`src/rtl/uart_tx_fifo_if.sv`:
```
`default_nettype none
// +----------------------------------------------------------------------+
// | uart_tx_fifo_if : byte handshake, baud enable and status for TX FIFO  |
// | Rev 1.0                                                              |
// +----------------------------------------------------------------------+
interface uart_tx_fifo_if;
    logic       baud_x1;
    logic [7:0] data;
    logic       data_strobe;
    logic       serial;
    logic       busy;
    logic       full;
    logic       empty;
    logic       overflow;

    modport master (
        output baud_x1, data, data_strobe,
        input  serial, busy, full, empty, overflow
    );

    modport slave (
        input  baud_x1, data, data_strobe,
        output serial, busy, full, empty, overflow
    );
endinterface
`default_nettype wire

```
`src/rtl/uart_tx_fifo.sv`:
```
`default_nettype none
// +----------------------------------------------------------------------+
// | uart_tx_fifo : FIFO-buffered UART transmitter, LSB first, 8N1 frames  |
// | Optional even parity bit when UART_TX_PARITY_EN is defined.          |
// | Rev 1.0                                                              |
// +----------------------------------------------------------------------+
module uart_tx_fifo #(
    parameter int DEPTH_LOG2 = 4,
    parameter int STOP_BITS  = 1
) (
    input wire            mclk,
    input wire            reset,
    uart_tx_fifo_if.slave bus
);
    localparam int                  c_DEPTH     = 2 ** DEPTH_LOG2;
    localparam logic [DEPTH_LOG2:0] c_DEPTH_CNT = {1'b1, {DEPTH_LOG2{1'b0}}};
    localparam logic                c_STOP_LAST = (STOP_BITS == 2);

`ifdef UART_TX_PARITY_EN
    typedef enum logic [2:0] {
        S_IDLE   = 3'd0,
        S_START  = 3'd1,
        S_DATA   = 3'd2,
        S_PARITY = 3'd3,
        S_STOP   = 3'd4
    } state_t;
`else
    typedef enum logic [2:0] {
        S_IDLE   = 3'd0,
        S_START  = 3'd1,
        S_DATA   = 3'd2,
        S_STOP   = 3'd4
    } state_t;
`endif

    logic [7:0]            r_mem [c_DEPTH];
    logic [DEPTH_LOG2-1:0] r_wr_ptr;
    logic [DEPTH_LOG2-1:0] r_rd_ptr;
    logic [DEPTH_LOG2:0]   r_count;
    logic                  r_empty;
    logic                  r_full;
    logic                  r_busy;
    logic                  r_overflow;

    state_t                r_state;
    logic                  r_serial;
    logic [7:0]            r_shift;
    logic [2:0]            r_bit_idx;
    logic                  r_stop_cnt;

    state_t                w_state_nxt;
    logic                  w_serial_nxt;
    logic [7:0]            w_shift_nxt;
    logic [2:0]            w_bit_idx_nxt;
    logic                  w_stop_cnt_nxt;
    logic                  w_pop;
    logic                  w_push;
    logic                  w_drop;
    logic [DEPTH_LOG2:0]   w_count_nxt;

    // A full FIFO still accepts a byte when the head leaves on the same edge.
    assign w_push = bus.data_strobe && ((r_count != c_DEPTH_CNT) || w_pop);
    assign w_drop = bus.data_strobe && !w_push;

    always_comb begin
        w_count_nxt = r_count;
        if (w_push && !w_pop) begin
            w_count_nxt = r_count + (DEPTH_LOG2 + 1)'(1);
        end else if (!w_push && w_pop) begin
            w_count_nxt = r_count - (DEPTH_LOG2 + 1)'(1);
        end
    end

    // The shift register rotates rather than shifts, so its XOR still equals
    // the parity of the original byte once the data bits have gone out.
    always_comb begin
        w_state_nxt    = r_state;
        w_serial_nxt   = r_serial;
        w_shift_nxt    = r_shift;
        w_bit_idx_nxt  = r_bit_idx;
        w_stop_cnt_nxt = r_stop_cnt;
        w_pop          = 1'b0;
        if (bus.baud_x1) begin
            case (r_state)
                S_IDLE: begin
                    w_serial_nxt = 1'b1;
                    if (!r_empty) begin
                        w_pop        = 1'b1;
                        w_shift_nxt  = r_mem[r_rd_ptr];
                        w_serial_nxt = 1'b0;
                        w_state_nxt  = S_START;
                    end
                end
                S_START: begin
                    w_serial_nxt  = r_shift[0];
                    w_bit_idx_nxt = 3'd0;
                    w_state_nxt   = S_DATA;
                end
                S_DATA: begin
                    if (r_bit_idx != 3'd7) begin
                        w_shift_nxt   = {r_shift[0], r_shift[7:1]};
                        w_serial_nxt  = r_shift[1];
                        w_bit_idx_nxt = r_bit_idx + 3'd1;
                    end else begin
`ifdef UART_TX_PARITY_EN
                        w_serial_nxt   = ^r_shift;
                        w_state_nxt    = S_PARITY;
`else
                        w_serial_nxt   = 1'b1;
                        w_stop_cnt_nxt = 1'b0;
                        w_state_nxt    = S_STOP;
`endif
                    end
                end
`ifdef UART_TX_PARITY_EN
                S_PARITY: begin
                    w_serial_nxt   = 1'b1;
                    w_stop_cnt_nxt = 1'b0;
                    w_state_nxt    = S_STOP;
                end
`endif
                S_STOP: begin
                    if (r_stop_cnt == c_STOP_LAST) begin
                        if (!r_empty) begin
                            w_pop        = 1'b1;
                            w_shift_nxt  = r_mem[r_rd_ptr];
                            w_serial_nxt = 1'b0;
                            w_state_nxt  = S_START;
                        end else begin
                            w_serial_nxt = 1'b1;
                            w_state_nxt  = S_IDLE;
                        end
                    end else begin
                        w_stop_cnt_nxt = r_stop_cnt + 1'b1;
                    end
                end
                default: begin
                    w_serial_nxt = 1'b1;
                    w_state_nxt  = S_IDLE;
                end
            endcase
        end
    end

    always_ff @(posedge mclk) begin
        if (!reset) begin
            r_state    <= S_IDLE;
            r_serial   <= 1'b1;
            r_shift    <= 8'd0;
            r_bit_idx  <= 3'd0;
            r_stop_cnt <= 1'b0;
            r_wr_ptr   <= '0;
            r_rd_ptr   <= '0;
            r_count    <= '0;
            r_empty    <= 1'b1;
            r_full     <= 1'b0;
            r_busy     <= 1'b0;
            r_overflow <= 1'b0;
        end else begin
            r_state    <= w_state_nxt;
            r_serial   <= w_serial_nxt;
            r_shift    <= w_shift_nxt;
            r_bit_idx  <= w_bit_idx_nxt;
            r_stop_cnt <= w_stop_cnt_nxt;
            if (w_push) begin
                r_wr_ptr <= r_wr_ptr + DEPTH_LOG2'(1);
            end
            if (w_pop) begin
                r_rd_ptr <= r_rd_ptr + DEPTH_LOG2'(1);
            end
            r_count    <= w_count_nxt;
            r_empty    <= (w_count_nxt == '0);
            r_full     <= (w_count_nxt == c_DEPTH_CNT);
            r_busy     <= (w_state_nxt != S_IDLE) || (w_count_nxt != '0);
            r_overflow <= r_overflow | w_drop;
        end
    end

    always_ff @(posedge mclk) begin
        if (reset && w_push) begin
            r_mem[r_wr_ptr] <= bus.data;
        end
    end

    assign bus.serial   = r_serial;
    assign bus.busy     = r_busy;
    assign bus.full     = r_full;
    assign bus.empty    = r_empty;
    assign bus.overflow = r_overflow;
endmodule
`default_nettype wire

```
`src/flat_wrapper.sv`:
```
// flat-port wrapper written by rule: the top's interface ports become plain ports
module uart_tx_fifo_flat 
#(
    parameter int DEPTH_LOG2 = 4,
    parameter int STOP_BITS  = 1
)
  (mclk, reset, bus_baud_x1, bus_data, bus_data_strobe, bus_serial, bus_busy, bus_full, bus_empty, bus_overflow);
  uart_tx_fifo_if bus_i ();
  input wire mclk;
  input wire reset;
  input wire logic [$bits(bus_i.baud_x1)-1:0] bus_baud_x1;
  input wire logic [$bits(bus_i.data)-1:0] bus_data;
  input wire logic [$bits(bus_i.data_strobe)-1:0] bus_data_strobe;
  output wire logic [$bits(bus_i.serial)-1:0] bus_serial;
  output wire logic [$bits(bus_i.busy)-1:0] bus_busy;
  output wire logic [$bits(bus_i.full)-1:0] bus_full;
  output wire logic [$bits(bus_i.empty)-1:0] bus_empty;
  output wire logic [$bits(bus_i.overflow)-1:0] bus_overflow;
  assign bus_i.baud_x1 = bus_baud_x1;
  assign bus_i.data = bus_data;
  assign bus_i.data_strobe = bus_data_strobe;
  assign bus_serial = bus_i.serial;
  assign bus_busy = bus_i.busy;
  assign bus_full = bus_i.full;
  assign bus_empty = bus_i.empty;
  assign bus_overflow = bus_i.overflow;
  uart_tx_fifo #(.DEPTH_LOG2(DEPTH_LOG2), .STOP_BITS(STOP_BITS)) u_core (.mclk(mclk), .reset(reset), .bus(bus_i));
endmodule
```
`config.mk`:
```
export PLATFORM = sky130hd
export DESIGN_NAME = uart_tx_fifo_flat
export DESIGN_NICKNAME = d
export VERILOG_FILES = /design/src/rtl/uart_tx_fifo_if.sv /design/src/rtl/uart_tx_fifo.sv /design/src/flat_wrapper.sv
export SDC_FILE = /design/constraint.sdc
export NUM_CORES = 1
export LEC_CHECK = 0
export CAP_MARGIN = 20
export CORE_MARGIN = 2
export CORE_UTILIZATION = 47
export DETAILED_ROUTE_END_ITERATION = 8
export GPL_TIMING_DRIVEN = 0
export HOLD_SLACK_MARGIN = 0.08
export PLACE_DENSITY = 0.75
export SYNTH_ARGS = -nofsm -noshare
export SYNTH_HDL_FRONTEND = slang
export SYNTH_SLANG_ARGS = --single-unit
export TNS_END_PERCENT = 30
```
`constraint.sdc`:
```
create_clock -name mclk -period 4.8 [get_ports mclk]
set_input_delay 1.2 -clock mclk [delete_from_list [all_inputs] [get_ports mclk]]
set_output_delay 1.2 -clock mclk [all_outputs]
set_load 0.02 [all_outputs]
```
Yosys cells after proc, flatten, opt, wreduce, memory -nomap -nowiden --
Memories as Yosys holds them, arrays and structs flattened. A register that Yosys moved wholly into a read port is not among the register bits. Index checks and enable logic that the tools add are counted.
Word-level totals: RAM bits 128, memories kept 1, output and inout bits 5, input port bits 12, register bits 33, word-level logic and storage cells 78
Operators by class: reduce and logical (&&, ||, !) cells 20, bitwise logic cells 1, add/subtract/negate cells 6, equal/unequal tests 9, muxes and demuxes 29
Memories:
- u_core.r_mem | words 16, width 8, rd ports 1, clocked after Yosys merged registers in 1, wr ports 1, RTL line uart_tx_fifo.sv:36 | logic [7:0] r_mem [c_DEPTH];
Operators by type and width (number):
- $mux 8 | 3
- $pmux 8 s3 | 1
- $mux 3 | 5
- $pmux 3 s4 | 1
- $mux 1 | 11
- $mux 5 | 2
- $add 4x1->4 const B | 2
- $mux 4 | 2
- $pmux 3 s2 | 1
- $reduce_and 3->1 | 2
- $reduce_bool 3->1 | 2
- $add 5x1->5 const B | 1
- $eq 5x5->1 const B | 1
- $logic_and 1x1->1 | 5
- $logic_not 5->1 | 1
- $ne 5x5->1 const B | 1
- $reduce_bool 5->1 | 1
- $sub 5x1->5 const B | 1
- $ne 2x2->1 const B | 2
- $pmux 1 s2 | 2
- $pmux 1 s4 | 1
- $reduce_and 4->1 | 1
- $reduce_bool 2->1 | 2
- $add 3x1->3 const B | 1
- 11 further kinds | 13

Longest topological paths before layout --
depth after elaboration 12, mapped depth 8, depth with buffers taken out 7

Least setup slack after synthesis --
No wires, ideal clock.
kind in2reg, start in bus_baud_x1, end mem u_core.r_mem[3][0] (enable), setup time 370 ps, path buffers 1, data required time 4430 ps, path slack 1686 ps, cell stages on the path 5, arrival 2744 ps, cells stage by stage or4b_1 > clkbuf_1 > a21boi_2 > nand2_1 > nor2_1
On the way: word-level cells in the longest chain between the ends 6
Ends and longest elaborated chain:
- start, declared | RTL line flat_wrapper.sv:11 | input wire logic [$bits(bus_i.baud_x1)-1:0] bus_baud_x1;
- $mux 1 | RTL line uart_tx_fifo.sv:83 | if (bus.baud_x1) begin
- $logic_or 1x1->1 | RTL line uart_tx_fifo.sv:62 | assign w_push = bus.data_strobe && ((r_count != c_DEPTH_CNT) || w_pop);
- $logic_and 1x1->1 | RTL line uart_tx_fifo.sv:62
- $logic_and 1x1->1 | RTL line uart_tx_fifo.sv:180 | if (reset && w_push) begin
- $mux 1 | RTL line uart_tx_fifo.sv:180
- $mux 1 (not written as such) | RTL line uart_tx_fifo.sv:181 | r_mem[r_wr_ptr] <= bus.data;
- end, declared | RTL line uart_tx_fifo.sv:36
Every way passes these cells.

Worst setup path in the final report --
start in bus_baud_x1, end mem u_core.r_mem[8][4] (enable)
Same word-level chain as after synthesis.

==> impl_metrics.json <==
{
  "vias": 3696,
  "skew_ps": 9.16,
  "maxCapViolations": 0,
  "drv_slew": 0,
  "hold_viol": 0,
  "synth_nets": 428,
  "synthTopCellsByArea": "edfxtp_1 58%, mux4_2 11%, dfxtp_1 11%",
  "fin_crit_sh_pct": 81.4,
  "grt_overflow": 0,
  "design_area_sq_um": 7530,
  "run_status": "finished, violations left",
  "grt_usage_pct": 18.6,
  "synth.top_cell.area_share_pct": 58.4,
  "ctsHoldBuffers": 0,
  "crit_path_max_incr_delay_ps": 800,
  "grt_max_degree": 17,
  "synth_top_cell_by_area": "edfxtp_1",
  "dr.pass1.iters": 9,
  "slew_headroom_pct": 32.7,
  "drt_iter0_drc": 445,
  "rsz0062_at_grt": "false",
  "powerDensity_nw_per_um2": 455,
  "syn2layout_area_growth_pct": 14.4,
  "gp_congestion": 0.837,
  "cp_data_arrival_time_ps": 3950,
  "ant_nets": 0,
  "ioPinCount": 17,
  "syn_avg_cell_area_sq_um": 16.2,
  "p_clk_share_pct": 38.3,
  "dp_slack_ps": 442,
  "io_buffers": 15,
  "synth_edf_count": 128,
  "ys.flop_type": "edfxtp_1",
  "antenna_found_initial": 0,
  "setup_viol": 0,
  "hpwl_um": 8410,
  "finalPower_mw": 3.42,
  "clock_path_buffers": 2,
  "dieArea_sq_um": 15000,
  "slowest_stage": "nor2_1",
  "power_frac_seq_pct": 47.5,
  "num_rows": 43,
  "synthesis.area_sq_um": 6580,
  "max-vdd-ir-drop_uv": 288,
  "yosys.cell_count.top_type": "edfxtp_1",
  "async_reset_ff_share_pct": 0,
  "hp-class": "reg -> reg",
  "leakage_nw": 2.43,
  "fin_ws_ps": 894,
  "path_max_fanout": 10,
  "postCtsSetupRepairBufs": 0,
  "pwr-share-comb_pct": 14.2,
  "start_kind": "input port",
  "clkLatencyLatePin_ps": 420,
  "dpl-instance-area_sq_um": 6960,
  "violations": "design-rule violations",
  "diodes": 0,
  "htreeDepth": 4,
  "grt_pass1_vias": 3653,
  "critical_path.endpoint_type": "register",
  "worst_pin_slew_ps": 1010,
  "crit_chain": "clkdlybuf4s50_1, or4b_1, clkbuf_1, a21boi_2, nand2_1, nor2_1",
  "numCtsBuffers": 17,
  "hold_depth": 2,
  "numClockSinks": 164,
  "coreArea_sq_um": 13800,
  "critical_path_required_ps": 4840,
  "synth_cell_types": 45,
  "layout-drive-gt1-share_pct": 17.2,
  "drc_errors": 1,
  "root_buffer": "clkbuf_16",
  "cts_resized": 0,
  "ff2ff_path_depth": 6,
  "fillers": 1094,
  "p_sw_share_pct": 25.8,
  "vias_per_cell": 5.84,
  "setup.worst_path.class": "in -> reg",
  "drt-total-wl_um": 13100,
  "avgRoutedWirePerCell_um": 20.7,
  "tritoncts": "yes",
  "synth_cells": 406,
  "fin_crit_ps": 3910,
  "max_clock_freq_ghz": 0.256,
  "ys_seq_area_share_pct": 69.4,
  "power.switching_mw": 0.883,
  "die_w_um": 122,
  "synthTopCellsByCount": "128 x edfxtp_1, 41 x nor2_1, 36 x dfxtp_1",
  "fin_setup_tns_ps": 0,
  "yosysWarnings": 0,
  "synth_seq_cells": 164,
  "p_int_mw": 2.54,
  "initial_core_util_pct": 47.8,
  "die_h_um": 122,
  "fin_nets": 462,
  "clk_pin_slew_ps": 60,
  "grt_pass1_wl_um": 20100
}
-- registers in the layout, summed over array words and instances (netlist names), named ones only --
| name | cells |
|---|---|
| u_core.bus.full | 1 |
| u_core.r_count | 5 |
| u_core.r_bit_idx | 3 |
| u_core.r_wr_ptr | 4 |
| u_core.r_shift | 8 |
| u_core.bus.empty | 1 |
| u_core.bus.overflow | 1 |
| u_core.bus.busy | 1 |
| u_core.bus.serial | 1 |
| u_core.r_mem | 128 |
| u_core.r_rd_ptr | 4 |
| u_core.r_state | 3 |
-- final timing paths --
| check | slack [ps] | startpoint | end |
|---|---|---|---|
| max | 890 | bus_baud_x1 | u_core.r_mem[8][4]$_DFFE_PP_ |
| min | 480 | u_core.bus.serial$_SDFFE_PN1P_ | u_core.bus.serial$_SDFFE_PN1P_ |
| max reg2reg | 1770 | u_core.r_state[1]$_SDFF_PN0_ | u_core.r_mem[8][4]$_DFFE_PP_ |
| min reg2reg | 480 | u_core.bus.serial$_SDFFE_PN1P_ | u_core.bus.serial$_SDFFE_PN1P_ |
-- routing by layer --
layer  track usage, %  part of all wire [%]  vias to the layer above
met2             30.7                    49                      168
met3             5.67                   7.1                       14
met4             4.89                   1.1                        0
met1             24.0                    43                     1849
met5                0                     0                        -
li1                 -                     -                     1665
-- power by group through the flow --
stage / registers, mW / logic (mW) / clock network, mW
after floorplan: 1.66 / 0.342 / 0
after global placement: 1.65 / 0.469 / 0
after detailed placement: 1.66 / 0.481 / 0
after CTS: 1.63 / 0.485 / 1.32
after global routing: 1.63 / 0.534 / 1.38
final: 1.63 / 0.487 / 1.31
-- critical path, delay by kind of cell --
family                 cells  cell delay, ps
buffers and inverters      2             830
AND/OR/NAND/NOR            3            1460
AO/OA/AOI/OAI              1             460
-- metrics by stage --
stage	utilization, %	hold slack (ps)	instances
floorplan	-	468	406
global placement	50.5	452	601
detailed placement	50.5	466	601
CTS	54.6	481	633
global route	54.6	508	633
finish	54.6	479	633
-- layout by cell type (no fill, tap or decap), drive strengths merged, types with 4 or more instances in the layout --
cell type	instances
a21oi	27
nor2b	5
clkdlybuf4s50	15
mux2i	4
buf	7
nor2	41
mux4	33
nand2	13
o21ai	7
ha	10
a31oi	4
edfxtp	128
dfxtp	36
inv	13
xor2	6
a22oi	16
clkbuf	31
clkinv	4
-- cell type report --
cell class | instances | area (sq um) | share of cell area, %
tap | 180 | 225 | 2.99
clock buffer | 17 | 425 | 5.65
timing repair buffer | 15 | 150 | 2.00
clock inverter | 15 | 145 | 1.93
inverter | 6 | 22.5 | 0.299
multi-input combinational | 215 | 1900 | 25.2
sequential | 164 | 4560 | 60.6
buffer | 21 | 97.6 | 1.30
-- cells by family (layout without fill, tap and decap cells) --
logic type,Yosys count,in the layout,share of synthesized area (%)
AO/OA/AOI/OAI,71,71,7.00
XOR/XNOR,9,9,1.20
adder cells (fa/ha/maj),10,10,1.90
buffers and inverters,27,74,1.83
flip-flops,164,164,69.4
multiplexers,37,37,11.9
AND/OR/NAND/NOR,88,88,6.81
(Power assumes the default switching activity.)
==> RTL edit (same flow settings) <==
Take the reset off `r_shift` and load it in a clocked block of its own.
--- a/src/rtl/uart_tx_fifo.sv
+++ b/src/rtl/uart_tx_fifo.sv
@@ -146,7 +146,6 @@
         if (!reset) begin
             r_state    <= S_IDLE;
             r_serial   <= 1'b1;
-            r_shift    <= 8'd0;
             r_bit_idx  <= 3'd0;
             r_stop_cnt <= 1'b0;
             r_wr_ptr   <= '0;
@@ -159,7 +158,6 @@
         end else begin
             r_state    <= w_state_nxt;
             r_serial   <= w_serial_nxt;
-            r_shift    <= w_shift_nxt;
             r_bit_idx  <= w_bit_idx_nxt;
             r_stop_cnt <= w_stop_cnt_nxt;
             if (w_push) begin
@@ -177,6 +175,10 @@
     end
 
     always_ff @(posedge mclk) begin
+        r_shift <= w_shift_nxt;
+    end
+
+    always_ff @(posedge mclk) begin
         if (reset && w_push) begin
             r_mem[r_wr_ptr] <= bus.data;
         end
Check against the original RTL: no difference found for any inputs over 10 cycles, from zero or initial values and one cycle with reset low; that may be too few to reach the edited logic, so the function may still have changed.
==> RTL edit against the original RTL <==
- via count fell by 9.0%
- largest power group unchanged
- critical endpoint is now u_core.r_mem[15][4]
- routed wire length fell by 3.7%
- global-route usage fell by 0.23 points
- die area rose by 1.0%
- maximum frequency rose by 11%
- total power fell by 3.4%
- sequential cell count did not move
- worst setup slack improved by 0.38 ns
- cell area rose by 1.6%
- synthesized area rose by 1.1%
- final cell count fell by 7.0%
- count of clock-buffer cells in the layout did not move
- synthesized cell count fell by 11%
==> RTL edit: results (changes against the original RTL) <==
- Largest net degree at the start of global routing: 18 (+1)
- Port buffer count: 15 (unchanged)
- Total GRT Usage: 18.3% (-0.23 points)
- Gp weighted congestion: 0.764 (-8.7%)
- DPL Wire Length: 8130 µm (-3.3%)
- Post-Syn Nets: 384 (-10%)
- Clock Tree Root: clkbuf_16
- Share of post-route cells with drive strength above 1: 22.5% (+5.3 points)
- Nets: 418 (-9.5%)
- HP Class: flip-flop to flip-flop
- Worst rel slew slack: 43.7% (+11 points)
- Distinct cells, synth: 46 (+2.2%)
- Synthesis Warnings: 0 (unchanged)
- Synth Area in Adders: 1.88% (-0.020 points)
- Number of flops mapped to enable cells by yosys: 136 (+6.3%)
- Compound-gate portion of the synthesized area: 2.90% (-4.1 points)
- Vias in the first global route: 3303 (-9.6%)
- Drt pass-1 iters: 5 (-4)
- Xor/xnor share of the synthesized area: 1.19% (-0.013 points)
- Routed len/inst: 21.4 µm (+3.4%)
- Crit path DAT: 3.58 ns (-0.37 ns)
- # H-tree levels: 4 (unchanged)
- Synth area leaders: edfxtp_1, mux4_2, dfxtp_1, ha_1, mux2_2
- Most frequent cells after synthesis: edfxtp_1, mux4_2, dfxtp_1
- Status: finished clean
- Pre-CTS setup slack: 0.805 ns (+0.363 ns)
- P_leak: 2.45 nW (+0.59%)
- CTS Buf Count: 17 (unchanged)
- Mux share of post-synthesis cell area: 15.5% (+3.6 points)
- Post-CTS sizing: 0 (unchanged)
- Via count: 3364 (-9.0%)
- VDD IR-drop max: 0.000316 V (+9.6%)
- Final Skew: 0.0109 ns (+0.00179 ns)
- Sequential cell area fraction in the yosys report: 69.8% (+0.46 points)
- CP Max Fanout: 10 (unchanged)
- Fraction of registers with async set or reset after synthesis: 0% (unchanged)
- Postcts setup bufs: 0 (unchanged)
- Ys flop type: edfxtp_1
- First-pass GRT wire length: 19500 µm (-3.2%)
- Initial DRC count: 346 (-22%)
[RTL edit: critical path, cell delays in order]
cell	delay [ns]
clkdlybuf4s50_1	0.48
or4b_1	0.44
buf_4	0.20
a21boi_2	0.32
nand2_1	0.27
nor2_1	0.66
[RTL edit: area by class of cell]
cell class	count	area [µm²]
multi-input combinational	177	1900
clock inverter	15	191
fill	1026	6180
sequential	164	4640
tap	180	225
inverter	4	15.0
buffer	17	87.6
clock buffer	17	425
timing repair buffer	15	150
[RTL edit: logic make-up (layout without fill, tap and decap cells)]
logic type                 after synthesis  after routing
buffers and inverters                   21             68
muxes                                   52             52
DFF                                    164            164
adders and majority gates               10             10
xor gates and xnor gates                 9              9
and+or+nand+nor                         81             81
AOI/OAI and AO/OA                       25             25
[RTL edit: through the flow]
stage	area [µm²]	cells
4_1_cts	7640	589
6_report	7640	589
2_1_floorplan	6650	362
3_3_place_gp	7030	557
5_1_grt	7640	589
3_5_place_dp	7030	557
[RTL edit: worst paths after layout]
path,slack (ns),depth (start not counted),to,start
max,1.28,6,u_core.r_mem[15][4],bus_baud_x1
min,0.48,2,u_core.bus.serial,u_core.bus.serial
max reg2reg,2.02,6,u_core.r_mem[15][4],u_core.r_state[0]
min reg2reg,0.48,2,u_core.bus.serial,u_core.bus.serial
[RTL edit: routing by layer]
metal  global-route usage, %  part of all wire (%)  vias to the layer above
met5                       0                     0                        -
met2                    28.4                    51                      115
met4                    6.61                   1.3                        0
met1                    25.0                    41                     1727
li1                        -                     -                     1512
met3                    5.21                   7.1                       10
[RTL edit: report_power, final]
part           internal (mW)  switching [mW]  total [mW]
Combinational          0.156           0.164       0.320
Sequential              1.58          0.0258        1.61
Clock                  0.790           0.588        1.38
Total                   2.53           0.778        3.30
